==> src/rtl/ccsds_turbo_paddr_gen.sv <==
// CCSDS turbo permutation address generator: emits one interleaved address pi(s)-1
// per enabled clock for s = 1..N (forward) or s = N..1 (backward).
module ccsds_turbo_paddr_gen #(
  parameter int pW = 14
) (
  input  logic            iclk,
  input  logic            ireset,
  input  logic            iclkena,
  input  logic            istart,
  input  logic            idir,
  input  logic [pW-1:0]   iN,
  input  logic [pW-1:0]   iK2,
  input  logic [4*pW-1:0] iP,
  input  logic [4*pW-1:0] iPcomp,
  output logic            obusy,
  output logic            oval,
  output logic [pW-1:0]   oaddr,
  output logic [pW-1:0]   onat,
  output logic            osop,
  output logic            oeop
);

  typedef enum logic [0:0] {ST_IDLE = 1'b0, ST_RUN = 1'b1} state_t;

  localparam logic [pW-1:0] ZERO = pW'(0);
  localparam logic [pW-1:0] ONE  = pW'(1);
  localparam logic [pW-1:0] C21  = pW'(21);

  state_t            state_q, state_d;
  logic [1:0]        i_q, i_d;
  logic [pW-1:0]     j_q, j_d;
  logic              m_q, m_d;
  logic [pW-1:0]     cb_q, cb_d;
  logic [pW-1:0]     nat_q, nat_d;
  logic              dir_q, dir_d;
  logic              first_q, first_d;
  logic [pW-1:0]     n_q, n_d;
  logic [pW-1:0]     k2_q, k2_d;
  logic [4*pW-1:0]   p_q, p_d;
  logic [4*pW-1:0]   pc_q, pc_d;
  logic              oval_q, oval_d;
  logic              osop_q, osop_d;
  logic              oeop_q, oeop_d;
  logic [pW-1:0]     oaddr_q, oaddr_d;
  logic [pW-1:0]     onat_q, onat_d;

  logic [1:0]        t_s;
  logic [pW-1:0]     c_s;
  logic [pW-1:0]     addr_s;
  logic              last_s;

  // Segment index i maps to prime slot t = (19*i+1) mod 4.
  function automatic logic [1:0] t_of(input logic [1:0] i);
    return {i[1], ~i[0]};
  endfunction

  function automatic logic [pW-1:0] sel(input logic [4*pW-1:0] vec, input logic [1:0] t);
    logic [pW-1:0] r;
    case (t)
      2'd0:    r = vec[0*pW +: pW];
      2'd1:    r = vec[1*pW +: pW];
      2'd2:    r = vec[2*pW +: pW];
      2'd3:    r = vec[3*pW +: pW];
      default: r = ZERO;
    endcase
    return r;
  endfunction

  // Both operands are below k, so one conditional subtract completes the reduction.
  function automatic logic [pW-1:0] mod_add(input logic [pW-1:0] a, input logic [pW-1:0] b,
                                            input logic [pW-1:0] k);
    logic [pW:0] sum;
    logic [pW:0] dif;
    sum = {1'b0, a} + {1'b0, b};
    dif = sum - {1'b0, k};
    if (sum >= {1'b0, k}) begin
      return dif[pW-1:0];
    end else begin
      return sum[pW-1:0];
    end
  endfunction

  // Current address from the walk state: oaddr = 8c + 2t + 1 - m.
  always_comb begin
    t_s    = t_of(i_q);
    c_s    = m_q ? mod_add(cb_q, C21, k2_q) : cb_q;
    addr_s = {c_s[pW-4:0], 3'b000} + {{(pW-3){1'b0}}, t_s, 1'b1} - {{(pW-1){1'b0}}, m_q};
    last_s = dir_q ? (nat_q == ZERO) : (nat_q == (n_q - ONE));
  end

  // Next-state: start latching, then one step of the (i, j, m, cb) walk per beat.
  always_comb begin
    state_d = state_q;
    i_d     = i_q;
    j_d     = j_q;
    m_d     = m_q;
    cb_d    = cb_q;
    nat_d   = nat_q;
    dir_d   = dir_q;
    first_d = first_q;
    n_d     = n_q;
    k2_d    = k2_q;
    p_d     = p_q;
    pc_d    = pc_q;
    oval_d  = 1'b0;
    osop_d  = 1'b0;
    oeop_d  = 1'b0;
    oaddr_d = oaddr_q;
    onat_d  = onat_q;
    case (state_q)
      ST_IDLE: begin
        if (istart) begin
          state_d = ST_RUN;
          dir_d   = idir;
          n_d     = iN;
          k2_d    = iK2;
          p_d     = iP;
          pc_d    = iPcomp;
          first_d = 1'b1;
          if (idir) begin
            i_d   = 2'd3;
            j_d   = iK2 - ONE;
            m_d   = 1'b1;
            cb_d  = sel(iPcomp, t_of(2'd3));
            nat_d = iN - ONE;
          end else begin
            i_d   = 2'd0;
            j_d   = ZERO;
            m_d   = 1'b0;
            cb_d  = ZERO;
            nat_d = ZERO;
          end
        end else begin
          state_d = ST_IDLE;
        end
      end
      ST_RUN: begin
        oval_d  = 1'b1;
        osop_d  = first_q;
        oeop_d  = last_s;
        oaddr_d = addr_s;
        onat_d  = nat_q;
        first_d = 1'b0;
        if (last_s) begin
          state_d = ST_IDLE;
        end else begin
          state_d = ST_RUN;
        end
        if (!dir_q) begin
          nat_d = nat_q + ONE;
          if (!m_q) begin
            m_d = 1'b1;
          end else begin
            m_d = 1'b0;
            if (j_q == (k2_q - ONE)) begin
              j_d  = ZERO;
              i_d  = i_q + 2'd1;
              cb_d = ZERO;
            end else begin
              j_d  = j_q + ONE;
              cb_d = mod_add(cb_q, sel(p_q, t_s), k2_q);
            end
          end
        end else begin
          nat_d = nat_q - ONE;
          if (m_q) begin
            m_d = 1'b0;
          end else begin
            m_d = 1'b1;
            if (j_q == ZERO) begin
              j_d  = k2_q - ONE;
              i_d  = i_q - 2'd1;
              cb_d = sel(pc_q, t_of(i_q - 2'd1));
            end else begin
              j_d  = j_q - ONE;
              cb_d = mod_add(cb_q, sel(pc_q, t_s), k2_q);
            end
          end
        end
      end
      default: begin
        state_d = ST_IDLE;
      end
    endcase
  end

  // State and output registers; iclkena low freezes everything.
  always_ff @(posedge iclk or negedge ireset) begin
    if (!ireset) begin
      state_q <= ST_IDLE;
      i_q     <= 2'd0;
      j_q     <= ZERO;
      m_q     <= 1'b0;
      cb_q    <= ZERO;
      nat_q   <= ZERO;
      dir_q   <= 1'b0;
      first_q <= 1'b0;
      n_q     <= ZERO;
      k2_q    <= ZERO;
      p_q     <= {(4*pW){1'b0}};
      pc_q    <= {(4*pW){1'b0}};
      oval_q  <= 1'b0;
      osop_q  <= 1'b0;
      oeop_q  <= 1'b0;
      oaddr_q <= ZERO;
      onat_q  <= ZERO;
    end else if (iclkena) begin
      state_q <= state_d;
      i_q     <= i_d;
      j_q     <= j_d;
      m_q     <= m_d;
      cb_q    <= cb_d;
      nat_q   <= nat_d;
      dir_q   <= dir_d;
      first_q <= first_d;
      n_q     <= n_d;
      k2_q    <= k2_d;
      p_q     <= p_d;
      pc_q    <= pc_d;
      oval_q  <= oval_d;
      osop_q  <= osop_d;
      oeop_q  <= oeop_d;
      oaddr_q <= oaddr_d;
      onat_q  <= onat_d;
    end
  end

  assign obusy = (state_q == ST_RUN);
  assign oval  = oval_q;
  assign osop  = osop_q;
  assign oeop  = oeop_q;
  assign oaddr = oaddr_q;
  assign onat  = onat_q;

endmodule

==> config.mk <==
export PLATFORM = sky130hd
export DESIGN_NAME = ccsds_turbo_paddr_gen
export DESIGN_NICKNAME = d
export VERILOG_FILES = /design/src/rtl/ccsds_turbo_paddr_gen.sv
export SDC_FILE = /design/constraint.sdc
export NUM_CORES = 1
export LEC_CHECK = 0
export CELL_PAD_IN_SITES_DETAIL_PLACEMENT = 1
export CELL_PAD_IN_SITES_GLOBAL_PLACEMENT = 1
export CORE_ASPECT_RATIO = 1.75
export CORE_MARGIN = 3
export CORE_UTILIZATION = 41
export CTS_BUF_LIST = sky130_fd_sc_hd__clkbuf_8
export DETAILED_ROUTE_END_ITERATION = 8
export PLACE_DENSITY = 0.86
export RECOVER_POWER = 50
export SLEW_MARGIN = 20
export SYNTH_ARGS = -nofsm -noshare
export SYNTH_HDL_FRONTEND = slang
export SYNTH_SLANG_ARGS = --single-unit
==> constraint.sdc <==
create_clock -name iclk -period 5.4 [get_ports iclk]
set_input_delay 0.81 -clock iclk [delete_from_list [all_inputs] [get_ports iclk]]
set_output_delay 0.81 -clock iclk [all_outputs]
set_load 0.1 [all_outputs]
==> results of run 1 <==
==> final cells by class <==
cell class | count | share of cell area (%)
Multi-Input combinational cell | 1317 | 50.32
Sequential cell | 219 | 26.25
Timing Repair Buffer | 336 | 14.43
Clock buffer | 47 | 3.096
Tap cell | 490 | 2.934
Inverter | 117 | 2.114
Clock inverter | 21 | 0.8323
Antenna cell | 2 | 0.02395
==> cells in the mapped netlist, drive strengths merged (4+ instances only) <==
cell,instances,area (µm²)
a31oi,20,125.1
o22ai,9,56.30
o211ai,9,67.56
nand3,31,155.2
a221o,8,80.08
o22a,12,106.4
or4,5,37.54
o21ai,128,651.9
fa,6,120.1
nor2,95,356.6
a222oi,41,410.4
buf,10,56.29
nand3b,4,30.03
a221oi,15,148.9
xor2,49,429.2
a211oi,13,97.59
a311oi,4,41.29
nor4,16,100.1
xnor2,100,875.8
a22oi,13,97.59
a2111oi,4,41.29
or2,4,25.02
inv,116,435.4
o21a,10,75.07
a21oi,85,429.2
nor3b,7,52.55
nand4,13,81.33
ha,104,1301
mux2,152,1712
clkbuf,78,332.8
a21o,22,167.7
mux2i,55,550.5
a21boi,11,82.58
and2,5,33.78
or3,10,62.56
nor3,40,216.5
dfrtp,219,5480
nand2,142,535.5
o21bai,8,60.06
o31ai,7,52.55
and3,6,37.54
nor2b,9,56.30
nand2b,6,37.54
==> worst min-delay path, cell delays in order, from the launching register on <==
cell and delay, ps:
dfrtp_1 340, nand2_1 50, o21ai_0 60
==> kinds of logic after synthesis <==
logic type	count (synthesis)
xor gates and xnor gates	149
DFF	219
buffers and inverters	205
muxes	207
and+or+nand+nor	395
AOI/OAI and AO/OA	455
adders and majority gates	111
==> final timing paths <==
kind	endpoint	slack, ps	depth (start not counted)
hold reg to reg	oaddr[5]	480	2
min in group asynchronous	j_q[12]	1580	1
max in group asynchronous	i_q[0]	780	2
setup / recovery	cb_q[11]	-120	25
hold / removal	oaddr[5]	480	2
setup reg to reg	cb_q[11]	-120	25
==> layout by cell type, fill, tap and decap left out, types with 13 or more instances in the layout <==
| master | Yosys | final |
|---|---|---|
| clkdlybuf4s50_1 | 0 | 174 |
| nor4_1 | 16 | 16 |
| dfrtp_1 | 219 | 215 |
| a21o_1 | 20 | 20 |
| nand3_1 | 31 | 29 |
| nor2_1 | 95 | 94 |
| xnor2_1 | 100 | 98 |
| mux2i_1 | 55 | 45 |
| nand2_1 | 141 | 140 |
| a221oi_1 | 14 | 13 |
| nand4_1 | 13 | 13 |
| xor2_1 | 49 | 45 |
| ha_1 | 104 | 94 |
| a21oi_1 | 84 | 72 |
| o21ai_0 | 124 | 111 |
| a22oi_1 | 13 | 13 |
| nor3_1 | 38 | 37 |
| a31oi_1 | 20 | 19 |
| mux2_2 | 152 | 151 |
| a21oi_2 | 1 | 13 |
| clkbuf_8 | 4 | 47 |
| a222oi_1 | 41 | 41 |
| buf_4 | 2 | 150 |
| inv_1 | 116 | 122 |
==> metrics by stage <==
stage          util (%)  hold WS (ps)  setup TNS, ps  std cells
6_report          53.36         482.8         -266.4       2549
3_5_place_dp      49.51         473.5          -7247       2457
2_1_floorplan         -         472.8              0       1741
4_1_cts           52.43         173.2              0       2538
3_3_place_gp      49.51         461.1          -2939       2457
5_1_grt           53.36         510.1          -2809       2548
==> metal layers <==
metal | GRT usage (%) | up-vias | part of all wire [%]
met5 | 0 | - | 0
met4 | 25.22 | 0 | 11
met3 | 5.235 | 333 | 5.8
met2 | 54.23 | 701 | 52
met1 | 28.39 | 7822 | 32
li1 | - | 6933 | -
==> timing repair <==
item	in CTS	in global routing
endpoints found under the setup margin	17	20
pin swaps	28	32
gates resized for setup	57	67
buffers inserted	13	11
==> impl_metrics.toml, run 1 <==
[floorplan]
std_cell_rows = 96
core_area_um2 = 39160
die_y_um = 269.6
initial_core_util_pct = 41.58
die-width_um = 156.6
die_area_um2 = 42230
pin_count = 177

[setup_path]
criticalPathCategory = "register to register"
cpPeakStageDelay_ps = 490
slowest_stage = "dfrtp_2"
startpoint_type = "register"
cp_top_family = "compound AO/OA/AOI/OAI gates"
path_buf_inv = 6
r2r_start = "i_q[1]"
crit_path_end_kind = "register"
path_max_fanout = 5
cp.required_ps = 5890
startpoint = "i_q[1]"
worstPathArrival_ps = 6000
cpMostUsedCell = "a21o_1"

[grt]
grt_usage_pct = 29.91
grt_pass1_wl_um = 98570
grt-ovfl-total = 0
grt_pass1_vias = 17490
grt_max_degree = 94
antenna_found_initial = 2

[cts]
cts_tree = "yes"
numClockSinks = 219
clock_tree.root_cell = "clkbuf_8"
cts.clk_slew.worst_paths_ps = 70
cts_hold_repair.buffers = 0
clk_latency_ps = 600
cts_buffers = 38
cts_max_path_buffers = 3
htreeDepth = 2

[timing]
finalCritPeriodShare_pct = 102.1
rsz0062_at_grt = "true"
post-route-min-period_ps = 5515
final_hold_viol_count = 0
fin_worst_skew_ps = 47.25
max_freq_mhz = 181.3
drv_slew = 144
layout_setup_ws_ps = -115.1
slew_headroom_pct = -162.1
finalSetupViolations = 5
tightest_slew_ps = 3932

[synthesis]
ys_seq_area_share_pct = 33.66
synth_edf_count = 0
ys_ff_latch = 219
synth_compound_area_share_pct = 19.27
syn_area_um2 = 16280
synthFlopType = "dfrtp_1"
synth_cells = 1741
synth.avg_cell_area_um2 = 9.351
synth_xor_area_share_pct = 8.016
synth.yosys.warnings = 0
ys_async_sr_fraction_pct = 100.0
synthSimpleGateAreaFrac_pct = 11.27
synth_top_family_by_area = "compound AO/OA/AOI/OAI gates"
syn_nets = 1996
synth_cell_types = 84
synthAdderAreaFrac_pct = 8.792
synth_mux_area_share_pct = 13.89

[layout]
fill_cells = 4373
seq_area_um2 = 5485
multi_input_area_um2 = 10520
postLayoutCellArea_um2 = 20900
num-nets-final = 2284
syn2layout_area_growth_pct = 28.34
reg.largest.list = "p_q x56, pc_q x56"
drive_gt1_share_pct = 23.43

[place]
gp_congestion = 1.026
preCtsSetupSlack_ps = -589.2
port_buffers = 176
place_hpwl_um = 48380
placed_cell_area_um2 = 19390

[drt]
wirelength_um = 65370
initialDrtViolationCount = 944
drc = 0
dr.pass1.iters = 7
wl_per_cell_um = 25.64
drt.antenna.violating_nets = 0
vias_per_cell = 6.194
vias = 15790

[worst_hold_path]
hold_class = "register to register"
worstHoldStart = "oaddr[5]"

[run_status]
violations = "max-capacitance violations, max-slew violations, negative setup slack"
status = "finished with violations"

[job]
cap_violations = 3
Power of run 1 is not shown: default switching activity piles up to over one toggle a cycle in this logic, so the estimate is an artifact.
==> run 2, diff against run 1 <==
CORE_MARGIN = not set   (was 3)
CORE_UTILIZATION = 37   (was 41)
PLACE_DENSITY = 0.79   (was 0.86)
==> run 2 against run 1 <==
  * The run ends with max-capacitance violations, max-slew violations left
  * Flip-flop and latch count unchanged
  * Final cell count up 3.4%
  * Non-clock buffer count up 12
  * Design area up 0.19%
  * Utilization down 5.1 points
  * Critical path type unchanged
==> impl_metrics.toml, run 2 (synthesis results as in run 1) <==
[run_status]
status = "finished with violations"
violations = "max-capacitance violations, max-slew violations"

[cts]
cts_hold_repair.buffers = 0
clk_latency_ps = 600
cts_max_path_buffers = 3
cts.clk_slew.worst_paths_ps = 60
clock_tree.root_cell = "clkbuf_8"
htreeDepth = 2
cts_tree = "yes"
numClockSinks = 219
cts_buffers = 39

[floorplan]
std_cell_rows = 101
core_area_um2 = 43350
die_area_um2 = 44880
pin_count = 177
die-width_um = 160.6
initial_core_util_pct = 37.56
die_y_um = 279.5

[drt]
drt.antenna.violating_nets = 0
vias = 15470
wl_per_cell_um = 23.74
wirelength_um = 62570
vias_per_cell = 5.868
dr.pass1.iters = 7
drc = 0
initialDrtViolationCount = 814

[place]
gp_congestion = 0.9696
port_buffers = 176
place_hpwl_um = 47700

[timing]
slew_headroom_pct = -99.46
tightest_slew_ps = 2992
rsz0062_at_grt = "true"
drv_slew = 257
final_hold_viol_count = 0
hold_ws_ps = 474.3
fin_worst_skew_ps = 42.92
max_freq_mhz = 188.4
post-route-min-period_ps = 5307
finalCritPeriodShare_pct = 98.28
setup_tns_ps = 0
finalSetupViolations = 0

[layout]
drive_gt1_share_pct = 23.15
num-nets-final = 2297
final_cell_mix = "dfrtp_1, clkdlybuf4s50_1, buf_4, mux2_2, nand2_1"
final_common_cell = "dfrtp_1"
reg.largest.list = "p_q x56, pc_q x56"
post-route-util_pct = 48.30
syn2layout_area_growth_pct = 28.59

[setup_path]
crit_path_end_kind = "register"
startpoint_type = "register"
criticalPathCategory = "register to register"
path_max_fanout = 5
cp.required_ps = 5900
worstPathArrival_ps = 5810

[grt]
grt-ovfl-total = 0
grt_pass1_vias = 17080
grt_max_degree = 118
grt_pass1_wl_um = 95280
antenna_found_initial = 1
grt_usage_pct = 27.66

[job]
cap_violations = 4

[worst_hold_path]
hold_class = "register to register"
-- run 2: final cells by class --
cell class              instances  area (µm²)
well taps                     566       708.2
flip-flops and latches        219        5482
repair buffers                348        3075
clock inverters                22       163.9
fillers                      4882       22410
clock buffers                  46       633.1
multi-input cells            1317       10430
diodes                          1       2.502
inverters                     117       439.2
-- run 2: worst paths after layout --
kind                          start        end  slack [ps]  depth (start not counted)
min in group asynchronous    ireset    k2_q[7]        1200                          1
max in group asynchronous    ireset     i_q[1]        1000                          2
max                         cb_q[4]  oaddr[12]          90                         22
min reg2reg                oaddr[0]   oaddr[0]         470                          2
min                        oaddr[0]   oaddr[0]         470                          2
max reg2reg                 cb_q[4]  oaddr[12]          90                         22
-- run 2: per-layer routing --
metal	track usage (%)	share of wire (%)	wire, µm
met5	0	0	0
met4	24.52	9.4	5876
met3	4.072	4.0	2533
met2	51.68	53	33190
met1	25.86	34	20960
-- run 2: worst max-delay path, stage by stage (launching register included) --
cell       delay (ps)
dfrtp_1           590
inv_1             260
a21oi_2           260
buf_4             150
nand3_1           140
nor2_1            190
xnor2_1           100
ha_1              340
nand4_1           110
a211oi_2          290
o41a_2            260
o31ai_1            80
a31oi_1           310
buf_4             220
ha_1              270
buf_4             150
o21a_1            110
a221o_1           370
a221oi_4          370
o221ai_2          170
a2111oi_2         330
a31oi_1            80
nand2_1            70
-- run 2: stage by stage --
stage / std cells / area [µm²] / setup WS [ps]
finish: 2636 / 20940 / 93.08
global placement: 2553 / 19620 / -272.1
CTS: 2624 / 20520 / 13.01
floorplan: 1741 / 16320 / 0.04885
global route: 2636 / 20940 / -174.1
detailed placement: 2553 / 19620 / -390.3
-- run 2: what timing repair did --
action | in CTS | in global routing
endpoints found under the hold margin | 0 | 0
gates resized for setup | 28 | 84
setup buffers | 3 | 11
setup endpoints to repair | 14 | 18
pin swaps | 4 | 50
Power of run 2 is left out for the same reason.
==> run 3, diff against run 2 <==
CORE_UTILIZATION = 40   (was 37)
PLACE_DENSITY = 0.84   (was 0.79)
==> run 3 against run 2 <==
  * The run ends with max-capacitance violations, max-slew violations, negative setup slack left
  * First-iteration DRC count rose by 21%
  * Sequential share of layout area increased by 0.23 points
  * Flip-flop and latch count unchanged
  * Register-to-register slack worse by 160 ps
  * Global-route usage rose by 2.4 points
  * Clock skew is 17 ps lower
  * Die area fell by 7.4%
  * Hold slack worse by 24 ps
  * Fmax fell by 2.9%
  * Design area down 0.82%
  * Count of clock-buffer cells in the layout did not move
  * Via count rose by 0.61%
==> impl_metrics.toml, run 3 (synthesis results as in run 1) <==
[timing]
setup_tns_ps = -341.5
tightest_slew_ps = 4287
fin_worst_skew_ps = 25.88
final_hold_viol_count = 0
finalSetupViolations = 8
slew_headroom_pct = -185.8
max_freq_mhz = 182.9
post-route-min-period_ps = 5467
layout_setup_ws_ps = -67.14
finalCritPeriodShare_pct = 101.2
drv_slew = 129

[setup_path]
crit_path_end_kind = "register"
r2r_slack_ps = -70
cp.required_ps = 5900
startpoint = "i_q[1]"
worstPathArrival_ps = 5970
path_max_fanout = 7
criticalPathCategory = "register to register"
r2r_cells = 22
r2r_start = "i_q[1]"
startpoint_type = "register"

[layout]
final_common_cell = "dfrtp_1"
final_cell_mix = "dfrtp_1, clkdlybuf4s50_1, mux2_2, buf_4, nand2_1"
syn2layout_area_growth_pct = 27.54
drive_gt1_share_pct = 22.42
fill_cells = 4484
post-route-util_pct = 51.84
num-nets-final = 2276
reg.largest.list = "p_q x56, pc_q x56"

[grt]
grt_pass1_vias = 17150
grt_usage_pct = 30.05
antenna_found_initial = 2
grtUsageMet1_pct = 26.51
grt_pass1_wl_um = 94810
met2_usage_pct = 56.38
grtUsageMet3_pct = 5.882
grt_max_degree = 94
grt-ovfl-total = 0
top_usage_layer = "met2"

[drt]
drc = 0
drt.antenna.violating_nets = 0
initialDrtViolationCount = 983
vias = 15560
wl_per_cell_um = 25.03
wirelength_um = 63790
vias_per_cell = 6.106
dr.pass1.iters = 9

[worst_hold_path]
hold_class = "register to register"
worstHoldStart = "obusy"
whs_path_depth = 1

[cts]
cts.clk_slew.worst_paths_ps = 60
cts_buffers = 39
htreeDepth = 2
clk_latency_ps = 600
numClockSinks = 219
cts_tree = "yes"
clock_tree.root_cell = "clkbuf_8"
cts_max_path_buffers = 3

[floorplan]
die_area_um2 = 41540
pin_count = 177
std_cell_rows = 97
die_y_um = 268.9
die-width_um = 154.5
initial_core_util_pct = 40.65
core_area_um2 = 40050

[job]
cap_violations = 3

[place]
port_buffers = 176
place_hpwl_um = 47780
gp_congestion = 0.9598

[run_status]
status = "finished with violations"
violations = "max-capacitance violations, max-slew violations, negative setup slack"
[run 3: layout make-up]
| type | instances | area (µm²) | share of cell area, % |
|---|---|---|---|
| timing repair buffer | 327 | 2942 | 14.17 |
| inverter | 117 | 441.7 | 2.127 |
| multi-input combinational | 1317 | 10460 | 50.36 |
| sequential | 219 | 5484 | 26.41 |
| clock inverter | 26 | 181.4 | 0.8738 |
| clock buffer | 46 | 633.1 | 3.049 |
| tap | 495 | 619.3 | 2.983 |
| antenna | 2 | 5.005 | 0.02410 |
[run 3: metal layers]
metal	up-vias	wire length [µm]
met5	-	0
met4	0	6074
met3	296	3410
met2	632	33630
met1	7697	20670
li1	6938	-
[run 3: path summary, 6_finish.rpt]
kind | endpoint
worst min register to register | first_q
worst max-delay path | cb_q[1]
min in group asynchronous | j_q[13]
worst max register to register | cb_q[1]
max in group asynchronous | i_q[1]
worst min-delay path | first_q
[run 3: stage by stage]
step	cells	hold WS [ps]	area (µm²)	worst slack [ps]
after detailed placement	2459	455.9	19370	-432.6
after floorplan	1741	472.8	16320	0.04885
after CTS	2535	204.3	20360	1.974
final	2549	450.5	20760	-67.14
after global routing	2549	473.9	20760	-238.6
after global placement	2459	429.4	19370	-187.2
[run 3: critical path: stages (launching register included)]
cell and delay, ps:
dfrtp_2 480, ha_4 210, a222oi_1 540, mux2i_1 220, ha_1 330, a21o_1 170, a21o_1 190, a21o_1 170
a21o_1 200, a21oi_2 210, buf_4 150, o21bai_4 80, xor2_4 170, ha_4 310, nand4_1 140, or3_4 420
a41oi_2 190, o2111a_2 280, a311oi_4 60, buf_6 170, mux2_4 310, o211ai_1 190, a2bb2oi_1 180
[run 3: repair_timing]
item                       in CTS  in global routing
buffers inserted                4                 12
hold buffers                    0                  0
setup endpoints to repair      15                 18
cloned                          0                  0
pin swaps                      15                 46
resized for setup              37                 74
Power of run 3 is left out for the same reason.
